**src/rtl/ttt_board_ctrl.sv**
```systemverilog
// Tic-tac-toe game-state controller: button edge detection, board, turns, cursor and result.
// Optional per-turn time limit enabled by defining TTT_TURN_TIMEOUT_EN.
module ttt_board_ctrl #(
  parameter int unsigned TIMEOUT_CYCLES = 250000000
) (
  input  logic       clock,
  input  logic       reset,
  input  logic       start_pulse,
  input  logic       move_pulse,
  input  logic       assign_pulse,
  output logic [1:0] cell1,
  output logic [1:0] cell2,
  output logic [1:0] cell3,
  output logic [1:0] cell4,
  output logic [1:0] cell5,
  output logic [1:0] cell6,
  output logic [1:0] cell7,
  output logic [1:0] cell8,
  output logic [1:0] cell9,
  output logic [3:0] cursor_pos,
  output logic       turn_p1,
  output logic       turn_p2,
  output logic [1:0] winner,
  output logic       game_over,
  output logic       invalid_move,
  output logic       timeout
);

  typedef enum logic [2:0] {IDLE, P1_TURN, P2_TURN, CHECK, GAME_OVER} state_t;

  state_t     state_q, state_d;
  logic [1:0] cells_q [9];
  logic [1:0] cells_d [9];
  logic [3:0] cursor_q, cursor_d;
  logic [1:0] winner_q, winner_d;
  logic       over_q, over_d;
  logic       invalid_q, invalid_d;
  logic       mover_p2_q, mover_p2_d;
  logic [2:0] btn_q, btn_prev_q;
  logic       start_ev, move_ev, assign_ev;
  logic [3:0] cur_idx;
  logic [1:0] mark;
  logic [1:0] line_win;
  logic       board_full;

  // Bit order of the button history: {start, move, assign}
  assign start_ev  = btn_q[2] & ~btn_prev_q[2];
  assign move_ev   = btn_q[1] & ~btn_prev_q[1];
  assign assign_ev = btn_q[0] & ~btn_prev_q[0];
  assign cur_idx   = cursor_q - 4'd1;
  assign mark      = (state_q == P2_TURN) ? 2'b10 : 2'b01;

  function automatic logic [1:0] line3(input logic [1:0] a, input logic [1:0] b,
                                       input logic [1:0] c);
    return (a != 2'b00 && a == b && b == c) ? a : 2'b00;
  endfunction

  always_comb begin
    logic [1:0] lw [8];
    lw[0] = line3(cells_q[0], cells_q[1], cells_q[2]);
    lw[1] = line3(cells_q[3], cells_q[4], cells_q[5]);
    lw[2] = line3(cells_q[6], cells_q[7], cells_q[8]);
    lw[3] = line3(cells_q[0], cells_q[3], cells_q[6]);
    lw[4] = line3(cells_q[1], cells_q[4], cells_q[7]);
    lw[5] = line3(cells_q[2], cells_q[5], cells_q[8]);
    lw[6] = line3(cells_q[0], cells_q[4], cells_q[8]);
    lw[7] = line3(cells_q[2], cells_q[4], cells_q[6]);
    line_win   = 2'b00;
    board_full = 1'b1;
    for (int unsigned i = 0; i < 8; i++) begin
      if (line_win == 2'b00) line_win = lw[i];
    end
    for (int unsigned i = 0; i < 9; i++) begin
      if (cells_q[i] == 2'b00) board_full = 1'b0;
    end
  end

`ifdef TTT_TURN_TIMEOUT_EN
  localparam logic [27:0] LAST_CNT = 28'(TIMEOUT_CYCLES - 1);
  logic [27:0] cnt_q, cnt_d;
  logic        timeout_q, timeout_d;
`endif

  always_comb begin
    state_d    = state_q;
    cells_d    = cells_q;
    cursor_d   = cursor_q;
    winner_d   = winner_q;
    over_d     = over_q;
    invalid_d  = 1'b0;
    mover_p2_d = mover_p2_q;
`ifdef TTT_TURN_TIMEOUT_EN
    timeout_d  = 1'b0;
`endif
    case (state_q)
      IDLE, GAME_OVER: begin
        if (start_ev) begin
          cells_d  = '{default: '0};
          cursor_d = 4'd1;
          winner_d = 2'b00;
          over_d   = 1'b0;
          state_d  = P1_TURN;
        end
      end
      P1_TURN, P2_TURN: begin
        if (start_ev) begin
          cells_d  = '{default: '0};
          cursor_d = 4'd1;
          winner_d = 2'b00;
          over_d   = 1'b0;
          state_d  = P1_TURN;
        end else if (assign_ev) begin
          if (cells_q[cur_idx] == 2'b00) begin
            cells_d[cur_idx] = mark;
            mover_p2_d       = (state_q == P2_TURN);
            state_d          = CHECK;
          end else begin
            invalid_d = 1'b1;
          end
        end else if (move_ev) begin
          cursor_d = (cursor_q == 4'd9) ? 4'd1 : cursor_q + 4'd1;
`ifdef TTT_TURN_TIMEOUT_EN
        end else if (cnt_q == LAST_CNT) begin
          state_d   = (state_q == P1_TURN) ? P2_TURN : P1_TURN;
          timeout_d = 1'b1;
`endif
        end
      end
      CHECK: begin
        if (line_win != 2'b00) begin
          winner_d = line_win;
          over_d   = 1'b1;
          state_d  = GAME_OVER;
        end else if (board_full) begin
          winner_d = 2'b11;
          over_d   = 1'b1;
          state_d  = GAME_OVER;
        end else begin
          state_d = mover_p2_q ? P1_TURN : P2_TURN;
        end
      end
      default: state_d = IDLE;
    endcase
`ifdef TTT_TURN_TIMEOUT_EN
    // Any event or state change restarts the turn timer; it only runs while a turn is undisturbed.
    if ((state_q == P1_TURN || state_q == P2_TURN) && state_d == state_q &&
        !(start_ev || move_ev || assign_ev))
      cnt_d = cnt_q + 28'd1;
    else
      cnt_d = '0;
`endif
  end

  always_ff @(posedge clock) begin
    if (reset) begin
      state_q    <= IDLE;
      cells_q    <= '{default: '0};
      cursor_q   <= 4'd1;
      winner_q   <= 2'b00;
      over_q     <= 1'b0;
      invalid_q  <= 1'b0;
      mover_p2_q <= 1'b0;
      btn_q      <= '0;
      btn_prev_q <= '0;
`ifdef TTT_TURN_TIMEOUT_EN
      cnt_q      <= '0;
      timeout_q  <= 1'b0;
`endif
    end else begin
      state_q    <= state_d;
      cells_q    <= cells_d;
      cursor_q   <= cursor_d;
      winner_q   <= winner_d;
      over_q     <= over_d;
      invalid_q  <= invalid_d;
      mover_p2_q <= mover_p2_d;
      btn_q      <= {start_pulse, move_pulse, assign_pulse};
      btn_prev_q <= btn_q;
`ifdef TTT_TURN_TIMEOUT_EN
      cnt_q      <= cnt_d;
      timeout_q  <= timeout_d;
`endif
    end
  end

  assign cell1        = cells_q[0];
  assign cell2        = cells_q[1];
  assign cell3        = cells_q[2];
  assign cell4        = cells_q[3];
  assign cell5        = cells_q[4];
  assign cell6        = cells_q[5];
  assign cell7        = cells_q[6];
  assign cell8        = cells_q[7];
  assign cell9        = cells_q[8];
  assign cursor_pos   = cursor_q;
  assign turn_p1      = (state_q == P1_TURN);
  assign turn_p2      = (state_q == P2_TURN);
  assign winner       = winner_q;
  assign game_over    = over_q;
  assign invalid_move = invalid_q;
`ifdef TTT_TURN_TIMEOUT_EN
  assign timeout      = timeout_q;
`else
  // Time limit not built; the parameter is referenced only to keep it part of the interface.
  assign timeout      = 1'b0 & (TIMEOUT_CYCLES == 0);
`endif

endmodule

```
**config.mk**
```make
export PLATFORM = sky130hd
export DESIGN_NAME = ttt_board_ctrl
export DESIGN_NICKNAME = d
export VERILOG_FILES = /design/src/rtl/ttt_board_ctrl.sv
export SDC_FILE = /design/constraint.sdc
export NUM_CORES = 1
export LEC_CHECK = 0
export CORE_AREA = 4 4 58 100
export DETAILED_ROUTE_END_ITERATION = 16
export DIE_AREA = 0 0 62 104
export GPL_ROUTABILITY_DRIVEN = 0
export PLACE_DENSITY = 0.72
export SKIP_CTS_REPAIR_TIMING = 1
export SLEW_MARGIN = 10
export SYNTH_ARGS = -nofsm -noshare
export SYNTH_HDL_FRONTEND = slang
export SYNTH_SLANG_ARGS = --single-unit
export TNS_END_PERCENT = 30
```
**constraint.sdc**
```tcl
create_clock -name clock -period 3.75 [get_ports clock]
set_input_delay 0.75 -clock clock [delete_from_list [all_inputs] [get_ports clock]]
set_output_delay 0.75 -clock clock [all_outputs]
set_load 0.01 [all_outputs]
```
==> results of run 1 <==
-- cell type report --
class | instances | area share [%]
multi-input combinational | 245 | 55.3
clock inverter | 3 | 1.48
tap | 54 | 2.36
sequential | 36 | 25.1
clock buffer | 5 | 2.40
timing repair buffer | 36 | 12.2
inverter | 8 | 1.05
-- kinds of logic after synthesis --
family	Yosys count	synth area share (%)
compound gates	77	23.4
other cells	1	0.153
fa+ha+maj	6	3.05
xor+xnor	4	1.43
simple gates	154	34.6
mux	3	1.93
buf+inv	30	6.11
flops	36	29.3
-- synth_stat cells, types with 9 or more instances --
master,count
sky130_fd_sc_hd__dfxtp_1,36
sky130_fd_sc_hd__nor2_1,29
sky130_fd_sc_hd__nand3_1,20
sky130_fd_sc_hd__and3_1,19
sky130_fd_sc_hd__a21oi_1,18
sky130_fd_sc_hd__and2_1,17
sky130_fd_sc_hd__clkbuf_1,14
sky130_fd_sc_hd__nand2_1,14
sky130_fd_sc_hd__nor3_1,12
sky130_fd_sc_hd__or3_1,12
sky130_fd_sc_hd__a221o_1,9
sky130_fd_sc_hd__nor2b_1,9
-- sequential cells by signal (all words and copies together), names as in the netlist, 2 cells and up --
signal	cells
state_q	3
cell4	2
cell6	2
cell7	2
cell2	2
cell1	2
cell5	2
btn_q	3
btn_prev_q	3
cell9	2
winner	2
cell3	2
cell8	2
cursor_pos	4
-- worst max-delay path by stage --
stage | start | to | slack, ns | depth (start not counted)
2_1_floorplan | cursor_pos[1] | cell8[0] | 1.0 | 10
3_3_place_gp | cursor_pos[1] | cell2[0] | 0.88 | 8
3_5_place_dp | cursor_pos[1] | cell7[0] | 0.82 | 8
4_1_cts | cursor_pos[1] | cell7[0] | 0.80 | 8
5_1_grt | cursor_pos[1] | cell9[0] | 0.59 | 8
6_report | cursor_pos[1] | cell6[0] | 0.80 | 8
-- metrics by stage --
| step | std cells | hold WS (ns) |
|---|---|---|
| 2_1_floorplan | 311 | 0.438 |
| 3_3_place_gp | 379 | 0.450 |
| 3_5_place_dp | 379 | 0.452 |
| 4_1_cts | 387 | 0.460 |
| 5_1_grt | 387 | 0.487 |
| 6_report | 387 | 0.455 |
-- worst max-delay path: stages (launching register included) --
cell and delay (ns):
sky130_fd_sc_hd__dfxtp_1 0.53, sky130_fd_sc_hd__inv_1 0.15, sky130_fd_sc_hd__ha_1 0.26, sky130_fd_sc_hd__nor2_1 0.19, sky130_fd_sc_hd__a21oi_4 0.08, sky130_fd_sc_hd__o22ai_2 0.26
sky130_fd_sc_hd__mux2_4 0.35, sky130_fd_sc_hd__o311a_1 0.58, sky130_fd_sc_hd__a221o_1 0.43
-- layer usage --
metal  track usage (%)  vias up  wire length (um)
met3              3.73       20               382
met5                 0        -                 0
met2              36.6      110              3400
li1                  -     1185                 -
met4              11.8        0               235
met1              25.9     1113              2680
-- power breakdown --
group	leakage [nW]	total [mW]	internal (mW)	switching, mW
Clock	0.0541	0.350	0.197	0.153
Combinational	0.873	0.125	0.0520	0.0734
Sequential	0.292	0.398	0.389	0.00847
==> flow_metrics.tcl, run 1 <==
set metrics [dict create \
    outcome "completed" \
    netlist-cell-type-count 60 \
    clk_path_buf_depth 2 \
    finalSetupViolCount 0 \
    cell_type_with_the_highest_aggregate_area_in_the_netlist "sky130_fd_sc_hd__dfxtp_1" \
    antenna_fix_cells 0 \
    syn-cell-area_mm2 0.00246 \
    cap_violations 0 \
    htree_levels 2 \
    synthesis.instances 311 \
    die_area_mm2 0.00645 \
    clock_latency_ns 0.30 \
    leakage_nw 1.22 \
    drc_errors 0 \
    setup_slack_ns 0.800 \
    final-seq-area_um2 721 \
    min-delay-path-class "reg2reg" \
    numClockSinks 36 \
    coreArea_mm2 0.00498 \
    postRouteWirelength_um 6700 \
    first_global_vias 2397 \
    clk_pin_slew_worst_paths_ns 0.08 \
    synthFlopType "sky130_fd_sc_hd__dfxtp_1" \
    synth_largest_type_area_fraction_pct 29.3 \
    fin_nets 343 \
    die_height_um 104 \
    synth_seq_cells 36 \
    timing.max_slew.rel_slack_pct 56.6 \
    worst_slew_pin_slew_ns 0.651 \
    die_span_in_x_um 62 \
    boundaryPins 34 \
    fmax_mhz 339 \
    clk_root_buffer_cell "sky130_fd_sc_hd__clkbuf_8" \
    area_delta_synth_final_pct 16.6 \
    hold_viol_final 0 \
    dr.first_iter.drc_count 148 \
    hold-path-cell-count 2 \
    maximum_fanout_along_the_worst_path 17 \
    reg2reg_slack_ns 0.80 \
    timing_max_transition_violations_final 0 \
    tritoncts "done" \
    grt_setup_unrepaired "no" \
    setup_total_negative_slack_ns 0 \
    layout-drive-gt1-share_pct 5.71 \
    portBuffers 32 \
    cts-buffers-inserted 5 \
    drt-vias-per-instance 6.27 \
    final_common_cell "sky130_fd_sc_hd__dfxtp_1" \
    worstSetupStartpointType "flip-flop" \
    category_of_the_most_critical_setup_path "reg2reg" \
    grtUsageTotal_pct 22.3 \
    final_min_period_over_clock_period_pct 78.7 \
    pre_cts_setup_slack_ns 0.817 \
    n_fill_cell 463 \
    whs_endpoint "game_over" \
    number_of_synthesized_flops_with_an_enable_pin 0 \
    finalCoreUtilization_pct 57.6 \
    most_used_cells_in_the_layout_excluding_fill_and_tap_cells "sky130_fd_sc_hd__dfxtp_1, sky130_fd_sc_hd__clkdlybuf4s50_1, sky130_fd_sc_hd__nor2_1, sky130_fd_sc_hd__nand3_1, sky130_fd_sc_hd__and3_1" \
    power.density_mw_per_mm2 304 \
    syn_avg_cell_area_um2 7.90 \
    grt_first_pass_wirelength_um 11200 \
    reg2reg_to "cell6[0]" \
    drt_pre_antenna_iters 5 \
    largest_net_degree_at_the_start_of_global_routing 18 \
    synth_warnings 0 \
    critPathCaptureType "flip-flop" \
    core_rows 34 \
    antenna_left 0 \
    number_of_antenna_violations_at_the_first_check_in_global_routing 0 \
    timing.reg2reg.worst_path_depth 8 \
    vias 2428 \
    p_total_mw 0.873 \
    globalRouteOverflowTotal 0 \
    synth_area_leaders "sky130_fd_sc_hd__dfxtp_1, sky130_fd_sc_hd__and3_1, sky130_fd_sc_hd__nor2_1, sky130_fd_sc_hd__and2_1, sky130_fd_sc_hd__nand3_1" \
    critPathRequiredTime_ns 3.94 \
    hold_path.startpoint "game_over" \
    crit_arrival_ns 3.14 \
    dpl_cell_area_mm2 0.00276 \
    initial_core_util_pct 49.4 \
    wl_per_cell_um 17.3 \
    irDropWorstVdd_mv 0.320 \
    synth_nets 322 \
    final.min_clock_period_ns 2.95 \
    final.setup_skew_ns 0.0140 \
    synth_async_sr_flop_share_pct 0 \
    multi_input_area_mm2 0.00159 \
    crit-reg2reg-launch "cursor_pos[1]" \
    dp_hpwl_um 4930 \
    fin_area_mm2 0.00287 \
    part_of_the_yosys_area_used_for_sequential_elements_pct 29.3 \
]
No activity file was read; power rests on OpenSTA's default activity.
==> run 2: changes to the inputs <==
PLACE_DENSITY = 0.74   (was 0.72)
clock period = 2.6 ns   (was 3.75 ns; I/O delays follow)
==> flow_metrics.tcl, run 2 (same netlist as run 1, synthesis figures left out) <==
set metrics [dict create \
    grt_first_pass_wirelength_um 11500 \
    drt_pre_antenna_iters 5 \
    crit-reg2reg-launch "cursor_pos[0]" \
    global_route.peak_usage_layer "met2" \
    whs_endpoint "game_over" \
    n_fill_cell 456 \
    drt-vias-per-instance 6.26 \
    hold_path.startpoint "game_over" \
    timing.max_slew.rel_slack_pct 55.5 \
    crit_arrival_ns 2.65 \
    final_min_period_over_clock_period_pct 95.1 \
    clk_path_buf_depth 2 \
    area_delta_synth_final_pct 21.7 \
    clock_latency_ns 0.29 \
    first_global_vias 2408 \
    global_route.usage.met3_pct 3.35 \
    timing.reg2reg.worst_path_depth 8 \
    power.switching_fraction_pct 28.5 \
    gr-usage-met1_pct 28.1 \
    leakage_nw 1.31 \
    tritoncts "done" \
    min-delay-path-class "reg2reg" \
    finalCoreUtilization_pct 60.1 \
    worst_slew_pin_slew_ns 0.664 \
    boundaryPins 34 \
    irDropWorstVdd_mv 0.462 \
    fin_nets 360 \
    grtUsageTotal_pct 23.0 \
    p_total_mw 1.21 \
    fin_area_mm2 0.00299 \
    dr.first_iter.drc_count 128 \
    wl_per_cell_um 17.5 \
    instances_no_fill 404 \
    portBuffers 32 \
    grt_setup_unrepaired "no" \
    critPathCaptureType "flip-flop" \
    timing_max_transition_violations_final 0 \
    maximum_fanout_along_the_worst_path 17 \
    clk_root_buffer_cell "sky130_fd_sc_hd__clkbuf_8" \
    core_rows 34 \
    dp_hpwl_um 5310 \
    clk_pin_slew_worst_paths_ns 0.08 \
    largest_reg_flops 4 \
    outcome "completed" \
    finalSetupViolCount 0 \
    hold_viol_final 0 \
    final_common_cell "sky130_fd_sc_hd__dfxtp_1" \
    critPathRequiredTime_ns 2.78 \
    final.setup_skew_ns 0.00373 \
    vias 2531 \
    number_of_antenna_violations_at_the_first_check_in_global_routing 0 \
    die_height_um 104 \
    die_span_in_x_um 62 \
    category_of_the_most_critical_setup_path "reg2reg" \
    dpl_cell_area_mm2 0.00289 \
    power.density_mw_per_mm2 405 \
    reg2reg_to "cell2[0]" \
    globalRouteOverflowTotal 0 \
    initial_core_util_pct 49.4 \
    place.detailed.instances 396 \
    met2_usage_pct 36.1 \
    seqPwrFrac_pct 47.1 \
    power_report.internal_total_mw 0.866 \
    antenna_left 0 \
    numClockSinks 36 \
    cts-buffers-inserted 5 \
    antenna_fix_cells 0 \
    hold-path-cell-count 2 \
    cap_violations 0 \
    htree_levels 2 \
    die_area_mm2 0.00645 \
    final.min_clock_period_ns 2.47 \
    largest_net_degree_at_the_start_of_global_routing 18 \
    clock_power_share_pct 35.9 \
    p_switching_mw 0.344 \
    reg2reg_slack_ns 0.13 \
    setup_total_negative_slack_ns 0 \
    coreArea_mm2 0.00498 \
    critical_path.startpoint "cursor_pos[0]" \
    postRouteWirelength_um 7080 \
    most_used_cells_in_the_layout_excluding_fill_and_tap_cells "sky130_fd_sc_hd__dfxtp_1, sky130_fd_sc_hd__clkdlybuf4s50_1, sky130_fd_sc_hd__nor2_1, sky130_fd_sc_hd__buf_4, sky130_fd_sc_hd__nand3_1" \
    worstSetupStartpointType "flip-flop" \
    drc_errors 0 \
    layout-drive-gt1-share_pct 11.7 \
    p_comb_share_pct 17.0 \
    fmax_mhz 405 \
]
[run 2: cell count changes in the layout (fill, tap and decap cells not counted), sizes merged]
cell / delta
inv: +1
clkinvlp: -1
bufinv: -1
buf: +17
clkbuf: +1
[run 2: area by class of cell]
type | instances | area (um^2) | share of cell area (%)
clock inverters | 2 | 13.8 | 0.460
flip-flops and latches | 36 | 723 | 24.2
multi-input cells | 245 | 1600 | 53.3
repair buffers | 53 | 478 | 16.0
inverters | 8 | 30.0 | 1.00
well taps | 54 | 67.6 | 2.26
clock buffers | 6 | 82.6 | 2.76
[run 2: through the flow]
step                setup slack, ns  hold slack, ns
floorplan                    0.0320           0.438
CTS                          0.0440           0.454
finish                        0.128           0.453
global placement              0.136           0.437
detailed placement           0.0690           0.445
global route                 0.0157           0.476
[run 2: worst max-delay path, stage by stage (launching register included)]
cell and delay [ns]:
sky130_fd_sc_hd__dfxtp_2 0.32, sky130_fd_sc_hd__inv_1 0.06, sky130_fd_sc_hd__ha_1 0.24, sky130_fd_sc_hd__and2_1 0.23
sky130_fd_sc_hd__a21oi_4 0.04, sky130_fd_sc_hd__o22ai_2 0.18, sky130_fd_sc_hd__mux2_4 0.33, sky130_fd_sc_hd__o311a_2 0.55
sky130_fd_sc_hd__a221o_1 0.40
[run 2: how the worst max path moves through the flow]
stage / end / slack [ns] / cells past startpoint
2_1_floorplan: cell8[0] / 0.03 / 10
3_3_place_gp: cell3[0] / 0.14 / 8
3_5_place_dp: cell2[0] / 0.07 / 8
4_1_cts: cell2[0] / 0.04 / 8
5_1_grt: cell7[0] / 0.02 / 8
6_report: cell2[0] / 0.13 / 8
[run 2: layer usage]
metal	up-vias	routed length [um]	part of all wire [%]
li1	1216	-	-
met1	1182	2680	38
met2	105	3680	52
met3	28	373	5.3
met4	0	344	4.9
met5	-	0	0
[run 2: power by group through the flow]
stage	Sequential [mW]	Combinational, mW	Clock (mW)
detailed placement	0.583	0.201	0
floorplan	0.586	0.134	0
finish	0.570	0.205	0.435
global placement	0.583	0.198	0
global route	0.571	0.223	0.468
CTS	0.570	0.202	0.443
==> run 3: changes to the inputs <==
CAP_MARGIN = 25   (was not set)
==> flow_metrics.tcl, run 3 (same netlist as run 1, synthesis figures left out) <==
set metrics [dict create \
    outcome "completed" \
    timing_max_transition_violations_final 0 \
    vias 2544 \
    fin_area_mm2 0.00299 \
    cts-buffers-inserted 5 \
    die_height_um 104 \
    place.detailed.instances 396 \
    final.setup_skew_ns 0.00545 \
    critical_path.startpoint "cursor_pos[0]" \
    worst-path-buf-inv 1 \
    number_of_antenna_violations_at_the_first_check_in_global_routing 0 \
    crit-reg2reg-launch "cursor_pos[0]" \
    globalRouteOverflowTotal 0 \
    drt-vias-per-instance 6.28 \
    clk_pin_slew_worst_paths_ns 0.08 \
    first_global_vias 2408 \
    timing.max_slew.rel_slack_pct 62.2 \
    leakage_nw 1.31 \
    clk_path_buf_depth 2 \
    fin_nets 361 \
    largest_reg_flops 4 \
    area_delta_synth_final_pct 21.7 \
    largest_net_degree_at_the_start_of_global_routing 18 \
    setup_slack_ns 0.104 \
    grtUsageTotal_pct 23.0 \
    antenna_left 0 \
    min-delay-path-class "reg2reg" \
    antenna_fix_cells 0 \
    portBuffers 32 \
    core_rows 34 \
    worst_path_largest_cell_delay_ns 0.55 \
    cap_violations 0 \
    boundaryPins 34 \
    maximum_fanout_along_the_worst_path 17 \
    clock_latency_ns 0.29 \
    critPathRequiredTime_ns 2.78 \
    pre_cts_setup_slack_ns 0.0690 \
    power.density_mw_per_mm2 406 \
    worstSetupStartpointType "flip-flop" \
    final.min_clock_period_ns 2.50 \
    dr.first_iter.drc_count 115 \
    irDropWorstVdd_mv 0.460 \
    dp_hpwl_um 5310 \
    die_area_mm2 0.00645 \
    category_of_the_most_critical_setup_path "reg2reg" \
    critical-path-top-delay-family "compound AO/OA/AOI/OAI gates" \
    cp_cell_sequence "inv_1 > ha_1 > and2_1 > a21oi_4 > o22ai_2 > mux2_4 > o311a_2 > a221o_1" \
    instances_no_fill 405 \
    clk_root_buffer_cell "sky130_fd_sc_hd__clkbuf_8" \
    reg2reg_slack_ns 0.10 \
    setup_total_negative_slack_ns 0 \
    die_span_in_x_um 62 \
    dpl_cell_area_mm2 0.00289 \
    numClockSinks 36 \
    hold_viol_final 0 \
    coreArea_mm2 0.00498 \
    initial_core_util_pct 49.4 \
    crit_arrival_ns 2.67 \
    postRouteWirelength_um 7140 \
    worst_slew_pin_slew_ns 0.567 \
    most_used_cells_in_the_layout_excluding_fill_and_tap_cells "sky130_fd_sc_hd__dfxtp_1, sky130_fd_sc_hd__clkdlybuf4s50_1, sky130_fd_sc_hd__nor2_1, sky130_fd_sc_hd__buf_4, sky130_fd_sc_hd__nand3_1" \
    final_common_cell "sky130_fd_sc_hd__dfxtp_1" \
    hold_path.startpoint "game_over" \
    wl_per_cell_um 17.6 \
    final_min_period_over_clock_period_pct 96.0 \
    tritoncts "done" \
    critPathCaptureType "flip-flop" \
    drc_errors 0 \
    htree_levels 2 \
    drt_pre_antenna_iters 5 \
    crit_slowest_cell "sky130_fd_sc_hd__o311a_2" \
    whs_ns 0.453 \
    grt_first_pass_wirelength_um 11500 \
    finalSetupViolCount 0 \
    fmax_mhz 401 \
    layout-drive-gt1-share_pct 11.7 \
]
## run 3: power by group
part	total [mW]	leakage (nW)	switching (mW)	internal, mW
Combinational	0.208	0.968	0.120	0.0876
Sequential	0.570	0.292	0.00822	0.562
Clock	0.436	0.0516	0.219	0.217
## run 3: final cells by class
cell class	count	area, um^2
clock buffers	6	82.6
multi-input cells	245	1590
well taps	54	67.6
inverters	8	30.0
fillers	459	1990
repair buffers	54	483
flip-flops and latches	36	723
clock inverters	2	13.8
## run 3: path summary, 6_finish.rpt
check             depth (start not counted)        end
setup / recovery                          8   cell2[0]
setup reg to reg                          8   cell2[0]
hold / removal                            2  game_over
hold reg to reg                           2  game_over
## run 3: tightest hold or removal path, stage by stage (launching register included)
cell,delay [ns]
sky130_fd_sc_hd__dfxtp_1,0.31
sky130_fd_sc_hd__nand2_1,0.05
sky130_fd_sc_hd__o21ai_1,0.05
## run 3: layer usage
layer	GRT usage [%]	wire, um	vias to the layer above	share of wire, %
met5	0	0	-	0
met4	14.1	363	0	5.1
met3	3.35	333	32	4.7
met2	36.1	3700	92	52
met1	28.1	2740	1199	38
li1	-	-	1221	-
## run 3: metrics by stage
stage,power (mW),util (%)
2_1_floorplan,0.721,-
3_3_place_gp,0.781,58.0
3_5_place_dp,0.784,58.0
4_1_cts,1.22,60.0
5_1_grt,1.26,60.1
6_report,1.21,60.1
==> patch (settings of run 2) <==
Register the inputs `start_pulse`, `move_pulse` and `assign_pulse` before use, cleared by the reset. The logic sees them one clock later.
--- a/src/rtl/ttt_board_ctrl.sv
+++ b/src/rtl/ttt_board_ctrl.sv
@@ -28,6 +28,22 @@
 
   typedef enum logic [2:0] {IDLE, P1_TURN, P2_TURN, CHECK, GAME_OVER} state_t;
 
+  logic start_pulse_q;
+  logic move_pulse_q;
+  logic assign_pulse_q;
+
+  always_ff @(posedge clock) begin
+    if (reset) begin
+      start_pulse_q  <= '0;
+      move_pulse_q   <= '0;
+      assign_pulse_q <= '0;
+    end else begin
+      start_pulse_q  <= start_pulse;
+      move_pulse_q   <= move_pulse;
+      assign_pulse_q <= assign_pulse;
+    end
+  end
+
   state_t     state_q, state_d;
   logic [1:0] cells_q [9];
   logic [1:0] cells_d [9];
@@ -174,7 +190,7 @@
       over_q     <= over_d;
       invalid_q  <= invalid_d;
       mover_p2_q <= mover_p2_d;
-      btn_q      <= {start_pulse, move_pulse, assign_pulse};
+      btn_q      <= {start_pulse_q, move_pulse_q, assign_pulse_q};
       btn_prev_q <= btn_q;
 `ifdef TTT_TURN_TIMEOUT_EN
       cnt_q      <= cnt_d;
Check against the original RTL: not equivalent (a bounded check fails within 4 cycles, from zero or initial values and one cycle with reset high).
==> patch against run 2 <==
  * Critical path depth shrank 1
  * Routed wire length shrank 15%
  * Worst setup slack gained 23 ps
  * Cell count shrank 11%
  * Synthesized area shrank 7.4%
  * Sequential cell count grew 3
  * Total power grew 1.9%
  * Global-route usage shrank 3.1 points
  * Sequential share of layout area grew 4.1 points
  * First-iteration DRC count grew 24%
  * Hold slack lost 23 ps
  * Cell area shrank 7.5%
  * Clock skew grew 7.0 ps
==> patch: results (changes against run 2) <==
- The met3 routing resource usage after global routing is 2.236% (-1.1 points).
- The reg2reg setup slack came to 150 ps (+20 ps).
- The violation count after the first detailed-route iteration is 159 (+24%).
- The number of filler instances in the final layout is 459 (+0.66%).
- The run finished with clean final reports.
- The first-pass GRT wire length is 10130 um (-12%).
- The largest fanout of any net on the critical path was 9 (-8).
- The peak supply drop is 0.0004674 V (+1.2%).
- The HPWL after detailed placement is 4422 um (-17%).
- The flip-flop and latch power was 611 uW (+7.2%).
- The worst-case clock skew was 10.70 ps (+6.975 ps).
- The overall fraction of global-route tracks in use is 19.96% (-3.1 points).
- The net switching power was 291.7 uW (-15%).
- The number of sinks on the clock net was 39 (+8.3%).
- The minimum setup slack after placement is 212.5 ps (+143.5 ps).
- The wire length after detailed routing is 6046 um (-15%).
- The post-synthesis sequential area ratio was 34.30% (+5.0 points).
- The met1 track demand over resource was 25.15% (-2.9 points).
- The arrival time of data at the critical path endpoint came to 2670 ps (+20 ps).
- The hold slack is 430.0 ps (-22.98 ps).
- The number of nets in the finished design is 316 (-12%).
- In the post-synthesis netlist, the biggest area contributors are dfxtp_1 (34%), o2bb2ai_1 (3.8%), a21oi_1 (3.7%), nor2_1 (3.6%), nor2b_1 (3.6%).
- The delay of the slowest critical-path stage is 460 ps (-90 ps).
- Counting instances in the post-synthesis netlist gives the leading cell types as dfxtp_1 (39), nor2_1 (22), a21oi_1 (17).
- The number of unique standard cell types used by synthesis was 57 (-5.0%).
## patch: logic make-up after synthesis
| logic type | Yosys count | share of synthesized area, % |
|---|---|---|
| adders and majority gates | 6 | 3.298 |
| DFF | 39 | 34.30 |
| muxes | 3 | 2.419 |
| xor gates and xnor gates | 5 | 1.924 |
| buffers and inverters | 21 | 5.168 |
| and+or+nand+nor | 109 | 25.78 |
| other | 1 | 0.1648 |
| AOI/OAI and AO/OA | 84 | 26.94 |
## patch: final timing paths
path,startpoint,endpoint,depth (start not counted)
max,cursor_pos[1],cell2[0],7
min,move_pulse_q,btn_q[1],1
max reg2reg,cursor_pos[1],cell2[0],7
min reg2reg,move_pulse_q,btn_q[1],1
## patch: area by class of cell
type                            count  area (um^2)  area share [%]
Clock inverter                      3        43.79           1.584
Multi-Input combinational cell    208         1383           50.00
Timing Repair Buffer               40        380.4           13.76
Sequential cell                    39        780.7           28.24
Inverter                           11        41.29           1.493
Tap cell                           54        67.56           2.443
Clock buffer                        5        68.82           2.489
